==> src/rtl/demux_1x8.sv <==
// demux_1x8: serial-to-parallel word assembler.
// Collects single bits (first accepted bit -> word_o[0]) into a WIDTH-bit word.
// The output register holds one finished word while the next one is assembled.
// Only the completing bit stalls when the finished word has not been consumed.

module demux_1x8 #(
    parameter int WIDTH = 8,
    localparam int IDX_W = $clog2(WIDTH)
) (
    input  logic             clk_i,
    input  logic             rst_i,
    input  logic             clear_i,
    input  logic             bit_i,
    input  logic             bit_valid_i,
    output logic             bit_ready_o,
    output logic [WIDTH-1:0] word_o,
    output logic             word_valid_o,
    input  logic             word_ready_i,
    output logic [IDX_W-1:0] count_o
);

    // Assembly side state
    logic [WIDTH-1:0] asm_q;
    logic [WIDTH-1:0] asm_d;
    logic [IDX_W-1:0] idx_q;
    logic [IDX_W-1:0] idx_d;

    // Output side state
    logic [WIDTH-1:0] word_q;
    logic [WIDTH-1:0] word_d;
    logic             word_valid_q;
    logic             word_valid_d;

    // Handshake helpers
    logic out_free_s;
    logic last_s;
    logic accept_s;
    logic complete_s;

    // The output slot is free if it is empty or being consumed this cycle.
    assign out_free_s  = !word_valid_q || word_ready_i;
    assign last_s      = (idx_q == IDX_W'(WIDTH - 1));
    assign bit_ready_o = !rst_i && !clear_i && (!last_s || out_free_s);
    assign accept_s    = bit_valid_i && bit_ready_o;
    assign complete_s  = accept_s && last_s;

    assign word_o       = word_q;
    assign word_valid_o = word_valid_q;
    assign count_o      = idx_q;

    // Next-state for the assembly register and bit index.
    always_comb begin
        asm_d = asm_q;
        idx_d = idx_q;
        if (clear_i) begin
            // Abort the partial word; the offered bit is refused via bit_ready_o.
            asm_d = '0;
            idx_d = '0;
        end else if (accept_s) begin
            if (last_s) begin
                // Completed word moves to the output; start a fresh word.
                asm_d = '0;
                idx_d = '0;
            end else begin
                asm_d[idx_q] = bit_i;
                idx_d        = idx_q + IDX_W'(1);
            end
        end else begin
            asm_d = asm_q;
            idx_d = idx_q;
        end
    end

    // Next-state for the output word register and its valid flag.
    always_comb begin
        word_d       = word_q;
        word_valid_d = word_valid_q;
        if (complete_s) begin
            // A completion overrides a same-cycle consume: new word replaces old.
            word_d       = {bit_i, asm_q[WIDTH-2:0]};
            word_valid_d = 1'b1;
        end else if (word_valid_q && word_ready_i) begin
            // Consume: data stays visible, only the valid flag drops.
            word_valid_d = 1'b0;
        end else begin
            word_valid_d = word_valid_q;
        end
    end

    // State registers with synchronous active-high reset.
    always_ff @(posedge clk_i) begin
        if (rst_i) begin
            asm_q        <= '0;
            idx_q        <= '0;
            word_q       <= '0;
            word_valid_q <= 1'b0;
        end else begin
            asm_q        <= asm_d;
            idx_q        <= idx_d;
            word_q       <= word_d;
            word_valid_q <= word_valid_d;
        end
    end

endmodule

==> config.mk <==
export PLATFORM = sky130hd
export DESIGN_NAME = demux_1x8
export DESIGN_NICKNAME = d
export VERILOG_FILES = /design/src/rtl/demux_1x8.sv
export SDC_FILE = /design/constraint.sdc
export NUM_CORES = 1
export LEC_CHECK = 0
export BUFFER_PORTS_ARGS = -buffer_cell sky130_fd_sc_hd__buf_2
export CORE_ASPECT_RATIO = 0.8
export CORE_MARGIN = 5
export CORE_UTILIZATION = 52
export CTS_CLUSTER_DIAMETER = 150
export DETAILED_ROUTE_END_ITERATION = 10
export PLACE_DENSITY = 0.76
export REMOVE_ABC_BUFFERS = 1
export SKIP_CTS_REPAIR_TIMING = 1
export SYNTH_ARGS = -nofsm -noshare
export SYNTH_HDL_FRONTEND = slang
export SYNTH_SLANG_ARGS = --single-unit
==> constraint.sdc <==
create_clock -name clk_i -period 2.37 [get_ports clk_i]
set_clock_uncertainty 0.15 [all_clocks]
set_input_delay 0.5925 -clock clk_i [delete_from_list [all_inputs] [get_ports clk_i]]
set_output_delay 0.5925 -clock clk_i [all_outputs]
set_load 0.02 [all_outputs]
Word level (Yosys, flattened, before mapping)

Index checks and enable logic that the tools add are counted.

Bits in registers: 20
Output and inout port bits: 13
Logic and storage cells: 29

$add $sub $neg: 1
Magnitude comparators: 2
Eq/ne operators: 1
Mux-type cells: 7
Reduce and logical (&&, ||, !) cells: 14

Operators with widths:

| kind                | count |
|---|---|
| $bwmux 8            | 1 |
| $mux 8              | 1 |
| $logic_and 1x1->1   | 6 |
| $logic_not 1->1     | 4 |
| $lt 3x4->1 const B  | 1 |
| $add 3x1->3 const B | 1 |
| $demux 1 s3         | 1 |
| $eq 3x3->1 const B  | 1 |
| $ge 3x1->1 const B  | 1 |
| $mux 1              | 3 |
| $mux 3              | 1 |
| $logic_or 1x1->1    | 2 |
| $reduce_bool 2->1   | 1 |
| $reduce_or 2->1     | 1 |

Depth between registers and ports, before layout

Gate-level depths: netlist of the first run.

Depth after elaboration: 7
Gate-level depth with buffers: 7
Depth with buffers taken out: 5

Worst setup path after synthesis of the first run

OpenSTA, ideal clock, no wires.

Kind: register -> output
Start: register idx_q[0] (netlist: count_o[0])
End: output port bit_ready_o
Data arrival time: 1.561 ns
Data required time: 1.627 ns
Slack: 0.067 ns
Stages on the path, launching flop included: 7
Path buffers: 2
Cells stage by stage: dfxtp_1 -> ha_1 -> ha_1 -> buf_2 -> and3b_1 -> clkbuf_1 -> nor2_1

Cells in the longest elaborated chain, start to end: 4

RTL lines:

| what                   | RTL line | source |
|---|---|---|
| from (decl)            | 25       | `logic [IDX_W-1:0] idx_q;` |
| from (signal assigned) | 99       | `idx_q <= idx_d;` |
| $eq 3x3->1             | 42       | `assign last_s = (idx_q == IDX_W'(WIDTH - 1));` |
| $logic_not 1->1        | 43       | `assign bit_ready_o = !rst_i && !clear_i && (!last_s \|\| out_free_s);` |
| $logic_or 1x1->1       | 43       |  |
| $logic_and 1x1->1      | 43       |  |
| to (decl)              | 15       | `output logic bit_ready_o,` |

Every way passes these cells.

Worst setup path after layout of the first run

Ends and elaborated chain as after synthesis.

==> impl_metrics.tcl, run 1 <==
set metrics [dict create \
    grt_pass1_vias 804 \
    grt_max_degree 16 \
    start_util_pct 56.7 \
    cts_root_buf "clkbuf_4" \
    via_count 943 \
    avgSynthCellArea_sq_um 8.26 \
    detail_route.wl_per_cell_um 14.1 \
    grt_pass1_wl_um 3600 \
    async_flop_share_pct 0 \
    wl_um 2190 \
    grt-ovfl-total 0 \
    portBuffers 18 \
    rsz0062_at_grt "false" \
    end_kind "output port" \
    final_common_cell "dfxtp_1" \
    ys.flop_type "dfxtp_1" \
    via_per_inst 6.04 \
    cts_tree "done" \
    cp-start-kind "flop" \
    yosys.area.top_type "dfxtp_1" \
    max_freq_ghz 0.441 \
    die_area_sq_um 2790 \
    firstDrtPassIters 4 \
    switchingPower_w 0.000113 \
    synth_enable_flop_cells 0 \
    htree_levels 1 \
    path_cells "ha_1 -> ha_1 -> and3b_1 -> nor2_1 -> buf_2" \
    power.total_w 0.000511 \
    cts.path.max_buffers 2 \
    max-slew-margin-rel_pct 67.0 \
    p_int_w 0.000398 \
    finalHoldViolCount 0 \
    setup-violations-final 0 \
    ir_drop_v 0.000306 \
    cts_sinks 19 \
    clk_pin_slew_worst_paths_ps 100 \
    status "finished clean" \
    final_cell_mix "dfxtp_1 (19), buf_2 (18), o21ai_0 (17)" \
    period_minus_slack_ps 2270 \
    hp-class "flop to flop" \
    rows 13 \
    die_y_um 48.2 \
    finalMaxSlewViolations 0 \
    pre_cts_ws_ps 230 \
    max_stage_delay_ps 330 \
    antenna_found_initial 0 \
    setup_ws_ps 102 \
    syn_inst 115 \
    crit_path_frequent_cell "ha_1" \
    sw_frac_of_total_pct 22.1 \
    dpl.hpwl_um 1660 \
    syn_area_sq_um 950 \
    final_nets 143 \
    crit_fanout 4 \
    io_pins 19 \
    areaGrowthSynthToFinish_pct 16.9 \
    drive_gt1_share_pct 22.4 \
    drc 0 \
    p_comb_share_pct 6.4 \
    worstMarginPinSlew_ps 494 \
    clk_latency_ps 290 \
    fin_crit_sh_pct 95.7 \
    synth-seq-cells 19 \
    setup_tns_ps 0 \
    antennaDiodeCount 0 \
    die_w_um 57.8 \
    synth_seq_area_share_pct 40.1 \
    crit_arrival_ps 1530 \
    synth.area.top_cells "dfxtp_1 (40%), o21ai_0 (9.0%), a21oi_1 (6.3%)" \
    finish.utilization_pct 66.2 \
    synth_top_area_share_pct 40.1 \
    p_leak_nw 0.428 \
    cap_violations 0 \
    ys_types 33 \
    synth_warnings 0 \
    seq_power_share_pct 62.7 \
    power_density_nw_per_um2 460 \
    crit_type "flop to output port" \
    core-area_sq_um 1680 \
    drt_iter0_drc 36 \
    ant_nets 0 \
    cts_made_buffers 3 \
    p_clk_share_pct 31.0 \
    place_congestion 0.859 \
    crit_required_ps 1630 \
    slowest_stage "dfxtp_1" \
    grt_util_all_layers_pct 17.6 \
]
-- cells in the mapped netlist, types with 2 or more instances --
| master | number |
|---|---|
| nor2b_1 | 4 |
| ha_1 | 2 |
| clkbuf_1 | 9 |
| nand2_1 | 2 |
| o21ai_0 | 17 |
| o211ai_1 | 3 |
| o311ai_0 | 2 |
| nand3_1 | 10 |
| nand2b_1 | 2 |
| a21oi_1 | 12 |
| nand3b_1 | 3 |
| a32o_1 | 2 |
| and3b_1 | 2 |
| dfxtp_1 | 19 |
| a31oi_1 | 3 |
| inv_1 | 4 |
| nor2_1 | 3 |
-- per-layer routing --
layer	vias to the layer above	GRT usage (%)	wire [um]	part of all wire (%)
li1	463	-	-	-
met1	445	21.0	967	44
met2	33	30.6	1050	48
met3	2	5.82	155	7.1
met4	0	6.02	18	0.82
met5	-	0	0	0
-- power groups by stage --
stage | sequential, W | combinational (W) | clock (W)
2_1_floorplan | 0.000329 | 0.0000129 | 0
3_3_place_gp | 0.000328 | 0.0000310 | 0
3_5_place_dp | 0.000328 | 0.0000319 | 0
4_1_cts | 0.000320 | 0.0000320 | 0.000163
5_1_grt | 0.000321 | 0.0000353 | 0.000177
6_report | 0.000320 | 0.0000325 | 0.000158
-- flip-flops by register name, indices dropped and copies added (netlist names) --
| register | flops |
|---|---|
| asm_q | 7 |
| word_valid_o | 1 |
| word_o | 8 |
| count_o | 3 |
-- through the flow --
step | hold slack (ps) | area (sq um) | cells
6_report | 328 | 1110 | 156
5_1_grt | 355 | 1110 | 156
4_1_cts | 329 | 1110 | 156
3_5_place_dp | 316 | 1080 | 152
3_3_place_gp | 311 | 1080 | 152
2_1_floorplan | 284 | 906 | 104
-- cell type report --
| class | count | area [sq um] |
|---|---|---|
| clock buffer | 4 | 26.3 |
| fill | 146 | 566 |
| inverter | 4 | 15.0 |
| multi-input combinational | 81 | 510 |
| sequential | 19 | 380 |
| tap | 22 | 27.5 |
| timing repair buffer | 26 | 150 |
-- final timing paths --
check	cells after the start	to	slack, ps	start
max	5	bit_ready_o	100	count_o[0]
min	2	word_o[4]	330	word_o[4]
max reg2reg	7	asm_q[2]	400	count_o[0]
min reg2reg	2	word_o[4]	330	word_o[4]
-- cell families (layout without fill, tap and decap cells) --
group / Yosys count / in the layout / share of synthesized area (%)
compound gates: 41 / 41 / 25.4
fa+ha+maj: 2 / 2 / 2.63
buf+inv: 15 / 34 / 6.19
flops: 19 / 19 / 40.1
mux: 1 / 1 / 1.05
simple gates: 37 / 37 / 24.6
-- worst max-delay path: cells and delay by family (launching register included) --
family	cells	cell delay (ps)
buffers and inverters	1	170
AND/OR/NAND/NOR	2	290
adder cells (fa/ha/maj)	2	450
flip-flops	1	330
Note: power is estimated with default switching activity, not from simulation.
==> run 2: changes to the inputs <==
--- a/config.mk
+++ b/config.mk
@@ -9,6 +9,7 @@
 export CORE_ASPECT_RATIO = 0.8
 export CORE_MARGIN = 5
 export CORE_UTILIZATION = 52
+export CTS_BUF_LIST = sky130_fd_sc_hd__clkbuf_4 sky130_fd_sc_hd__clkbuf_8 sky130_fd_sc_hd__clkbuf_16
 export CTS_CLUSTER_DIAMETER = 150
 export DETAILED_ROUTE_END_ITERATION = 10
 export PLACE_DENSITY = 0.76
==> run 2 against run 1 <==
  * Combinational power is essentially flat
  * Via count shrank 1.7%
  * First-iteration DRC count shrank 5.6%
  * Core utilization grew 0.22 points
  * Die area is the same
  * Global-route usage is the same
  * Fmax grew 0.25%
  * Worst hold slack is essentially flat
  * Register-to-register slack is essentially flat
  * Critical endpoint unchanged
  * Largest cell class unchanged
  * Highest routed layer unchanged
==> impl_metrics.tcl, run 2 (synthesis results as in run 1) <==
set metrics [dict create \
    cap_violations 0 \
    place_congestion 0.859 \
    ir_drop_v 0.000377 \
    p_int_w 0.000409 \
    antenna_found_initial 0 \
    crit_type "flop to output port" \
    die_w_um 57.8 \
    end_kind "output port" \
    min_from "word_o[4]" \
    slowest_stage "dfxtp_1" \
    p_leak_nw 0.431 \
    final_nets 143 \
    power_density_nw_per_um2 469 \
    grt_pass1_wl_um 3600 \
    path_cells "ha_1 -> ha_1 -> and3b_1 -> nor2_1 -> buf_2" \
    areaGrowthSynthToFinish_pct 17.3 \
    wl_um 2180 \
    cts_made_buffers 3 \
    setup_tns_ps 0 \
    final_common_cell "dfxtp_1" \
    crit_path_frequent_cell "ha_1" \
    io_pins 19 \
    start_util_pct 56.7 \
    final_cell_mix "dfxtp_1 (19), buf_2 (18), o21ai_0 (17)" \
    die_y_um 48.2 \
    instances_no_fill 156 \
    sw_frac_of_total_pct 21.6 \
    grt_max_degree 16 \
    p_comb_share_pct 6.2 \
    clk_pin_slew_worst_paths_ps 100 \
    grt_pass1_vias 804 \
    period_minus_slack_ps 2260 \
    r2r_end "asm_q[2]" \
    setup_ws_ps 107 \
    hold_end "word_o[4]" \
    fin_area_sq_um 1110 \
    max_stage_delay_ps 330 \
    grt_busiest_layer "met2" \
    firstDrtPassIters 4 \
    detail_route.wl_per_cell_um 14.0 \
    use_met3_pct 5.82 \
    largest_reg_flops 8 \
    seq_power_share_pct 61.3 \
    crit_required_ps 1630 \
    cts.path.max_buffers 2 \
    cts_sinks 19 \
    finalHoldViolCount 0 \
    cts_root_buf "clkbuf_4" \
    via_count 927 \
    switchingPower_w 0.000113 \
    portBuffers 18 \
    placed_cells 152 \
    drc 0 \
    worstMarginPinSlew_ps 479 \
    hp-class "flop to flop" \
    pre_cts_ws_ps 230 \
    core-area_sq_um 1680 \
    nFillCells 147 \
    grt_use_met2_pct 30.6 \
    drt_iter0_drc 34 \
    cts_tree "done" \
    status "finished clean" \
    rsz0062_at_grt "false" \
    reg2reg_depth 7 \
    via_per_inst 5.94 \
    antennaDiodeCount 0 \
    crit_arrival_ps 1520 \
    ant_nets 0 \
    grt_util_all_layers_pct 17.6 \
    max_freq_ghz 0.442 \
    setup-violations-final 0 \
    grt-ovfl-total 0 \
    rows 13 \
    cp_num_buf_inv 1 \
    use_met1_pct 21.0 \
    fin_crit_sh_pct 95.5 \
    r2r_setup_slack_ps 410 \
    cp-start-kind "flop" \
    crit_fanout 4 \
    htree_levels 1 \
    dpl.hpwl_um 1660 \
    drive_gt1_share_pct 23.1 \
    crit_family "adder cells" \
    placed_area_sq_um 1080 \
    hold_depth 2 \
    reg2reg_from "count_o[0]" \
    clk_latency_ps 290 \
    finalMaxSlewViolations 0 \
    die_area_sq_um 2790 \
    max-slew-margin-rel_pct 68.0 \
    p_clk_share_pct 32.5 \
]
[run 2: power groups by stage]
stage | clock, W | combinational, W | sequential, W
2_1_floorplan | 0 | 0.0000129 | 0.000329
3_3_place_gp | 0 | 0.0000310 | 0.000328
3_5_place_dp | 0 | 0.0000319 | 0.000328
4_1_cts | 0.000177 | 0.0000320 | 0.000320
5_1_grt | 0.000189 | 0.0000353 | 0.000321
6_report | 0.000170 | 0.0000323 | 0.000320
[run 2: per-stage QoR]
stage / total power, W / hold WS [ps] / utilization (%)
after detailed placement: 0.000360 / 316 / 64.7
after global placement: 0.000359 / 311 / 64.7
after floorplan: 0.000342 / 284 / -
final: 0.000522 / 328 / 66.5
after global routing: 0.000545 / 355 / 66.5
after CTS: 0.000530 / 329 / 66.5
[run 2: per-layer routing]
| layer | share of wire (%) | vias to the layer above |
|---|---|---|
| met5 | 0 | - |
| met4 | 0.82 | 0 |
| met3 | 7.5 | 2 |
| met2 | 48 | 31 |
| met1 | 43 | 433 |
| li1 | - | 461 |
[run 2: cell type report]
cell class	count	area [sq um]	area share (%)
Clock buffer	4	30.0	2.70
Inverter	4	15.0	1.35
Tap cell	22	27.5	2.47
Timing Repair Buffer	26	150	13.5
Multi-Input combinational cell	81	510	45.8
Sequential cell	19	380	34.2
[run 2: how the worst max path moves through the flow]
| stage | from | endpoint | slack [ps] | cells past startpoint |
|---|---|---|---|---|
| 2_1_floorplan | count_o[0] | word_o[0] | 50 | 5 |
| 4_1_cts | count_o[0] | bit_ready_o | 90 | 5 |
| 5_1_grt | count_o[0] | bit_ready_o | 20 | 5 |
| 6_report | count_o[0] | bit_ready_o | 110 | 5 |
| 3_5_place_dp | rst_i | bit_ready_o | 230 | 4 |
| 3_3_place_gp | rst_i | bit_ready_o | 250 | 4 |
[run 2: worst register-to-register path, stage by stage (launching register included)]
cell     delay [ps]
dfxtp_1         330
ha_1            220
ha_1            220
buf_4           170
nor4b_1         310
buf_4           180
and3_1          190
a32o_1          140
==> run 3: changes to the inputs <==
--- a/config.mk
+++ b/config.mk
@@ -12,7 +12,7 @@
 export CTS_BUF_LIST = sky130_fd_sc_hd__clkbuf_4 sky130_fd_sc_hd__clkbuf_8 sky130_fd_sc_hd__clkbuf_16
 export CTS_CLUSTER_DIAMETER = 150
 export DETAILED_ROUTE_END_ITERATION = 10
-export PLACE_DENSITY = 0.76
+export PLACE_DENSITY = 0.73
 export REMOVE_ABC_BUFFERS = 1
 export SKIP_CTS_REPAIR_TIMING = 1
 export SYNTH_ARGS = -nofsm -noshare
==> run 3 against run 2 <==
  * Setup slack better by 6.5 ps
  * Sequential cell count is the same
  * Final cell count down 0.64%
  * Total power down 0.42%
  * Critical endpoint unchanged
  * Largest cell class unchanged
==> impl_metrics.tcl, run 3 (synthesis results as in run 1) <==
set metrics [dict create \
    finish.utilization_pct 66.1 \
    max-slew-margin-rel_pct 67.2 \
    areaGrowthSynthToFinish_pct 16.6 \
    crit_type "flop to output port" \
    seq_area_sq_um 382 \
    die_w_um 57.8 \
    core-area_sq_um 1680 \
    final_cell_mix "dfxtp_1 (18), buf_2 (18), o21ai_0 (17)" \
    drc 0 \
    antennaDiodeCount 0 \
    start_util_pct 56.7 \
    p_leak_nw 0.426 \
    nFillCells 138 \
    final_nets 142 \
    via_count 902 \
    drive_gt1_share_pct 23.3 \
    wl_um 2230 \
    end_kind "output port" \
    firstDrtPassIters 4 \
    cp-start-kind "flop" \
    use_met1_pct 23.0 \
    grt-ovfl-total 0 \
    htree_levels 1 \
    portBuffers 18 \
    antenna_found_initial 0 \
    worstMarginPinSlew_ps 491 \
    cts.path.max_buffers 2 \
    ir_drop_v 0.000432 \
    dpl.hpwl_um 1630 \
    hp-class "flop to flop" \
    pre_cts_ws_ps 240 \
    rsz0062_at_grt "false" \
    place_congestion 0.845 \
    largest_reg_flops 8 \
    detail_route.wl_per_cell_um 14.4 \
    clk_pin_slew_worst_paths_ps 100 \
    setup_tns_ps 0 \
    die_y_um 48.2 \
    ant_nets 0 \
    rows 13 \
    grt_util_all_layers_pct 17.3 \
    drt_iter0_drc 40 \
    period_minus_slack_ps 2260 \
    grt_pass1_wl_um 3590 \
    grt_max_degree 16 \
    max_freq_ghz 0.443 \
    finalMaxSlewViolations 0 \
    crit_arrival_ps 1510 \
    grt_use_met2_pct 27.3 \
    fin_crit_sh_pct 95.2 \
    cts_made_buffers 3 \
    setup-violations-final 0 \
    use_met3_pct 6.08 \
    cap_violations 0 \
    cts_tree "done" \
    status "finished clean" \
    cts_root_buf "clkbuf_4" \
    die_area_sq_um 2790 \
    finalHoldViolCount 0 \
    grt_pass1_vias 777 \
    holdWs_ps 324 \
    via_per_inst 5.82 \
    crit_fanout 4 \
    grt_busiest_layer "met2" \
    setup_ws_ps 114 \
    clk_latency_ps 290 \
    crit_required_ps 1630 \
    power_density_nw_per_um2 470 \
    multi_input_area_sq_um 510 \
    cts_sinks 19 \
    io_pins 19 \
]
[run 3: cell types whose count changed in the layout (fill, tap and decap cells not counted), sizes merged]
cell and delta:
buf -1
[run 3: worst paths after layout]
kind,startpoint,endpoint,slack [ps],cells after the start
worst max register to register,count_o[0],word_o[7],370,5
worst min register to register,word_o[6],word_o[6],320,2
worst max-delay path,count_o[0],bit_ready_o,110,5
worst min-delay path,word_o[6],word_o[6],320,2
[run 3: area by class of cell]
cell class                      count  share of cell area, %
Clock buffer                        4                   2.71
Sequential cell                    19                   34.5
Timing Repair Buffer               25                   12.9
Multi-Input combinational cell     81                   46.1
Tap cell                           22                   2.49
Inverter                            4                   1.36
[run 3: where the power goes]
group	total [W]	switching (W)	leakage, nW	internal, W
clock	0.000167	0.0000904	0.0184	0.0000769
combinational	0.0000325	0.0000201	0.254	0.0000125
sequential	0.000320	0.000000514	0.154	0.000320
total	0.000520	0.000111	0.426	0.000409
[run 3: worst max-delay path, stage by stage (launching register included)]
cell and delay, ps:
dfxtp_1 330, ha_1 220, ha_1 230, and3b_1 210
nor2_1 80, buf_2 160
[run 3: layer usage]
layer / vias up / wire, um
met2: 22 / 1060
li1: 462 / -
met3: 2 / 113
met1: 416 / 1040
met4: 0 / 10
met5: - / 0
[run 3: metrics by stage]
step,instance area [sq um],total power [W],std cells
floorplan,906,0.000342,104
global placement,1080,0.000359,151
detailed placement,1080,0.000360,151
CTS,1110,0.000525,155
global route,1110,0.000546,155
finish,1110,0.000520,155
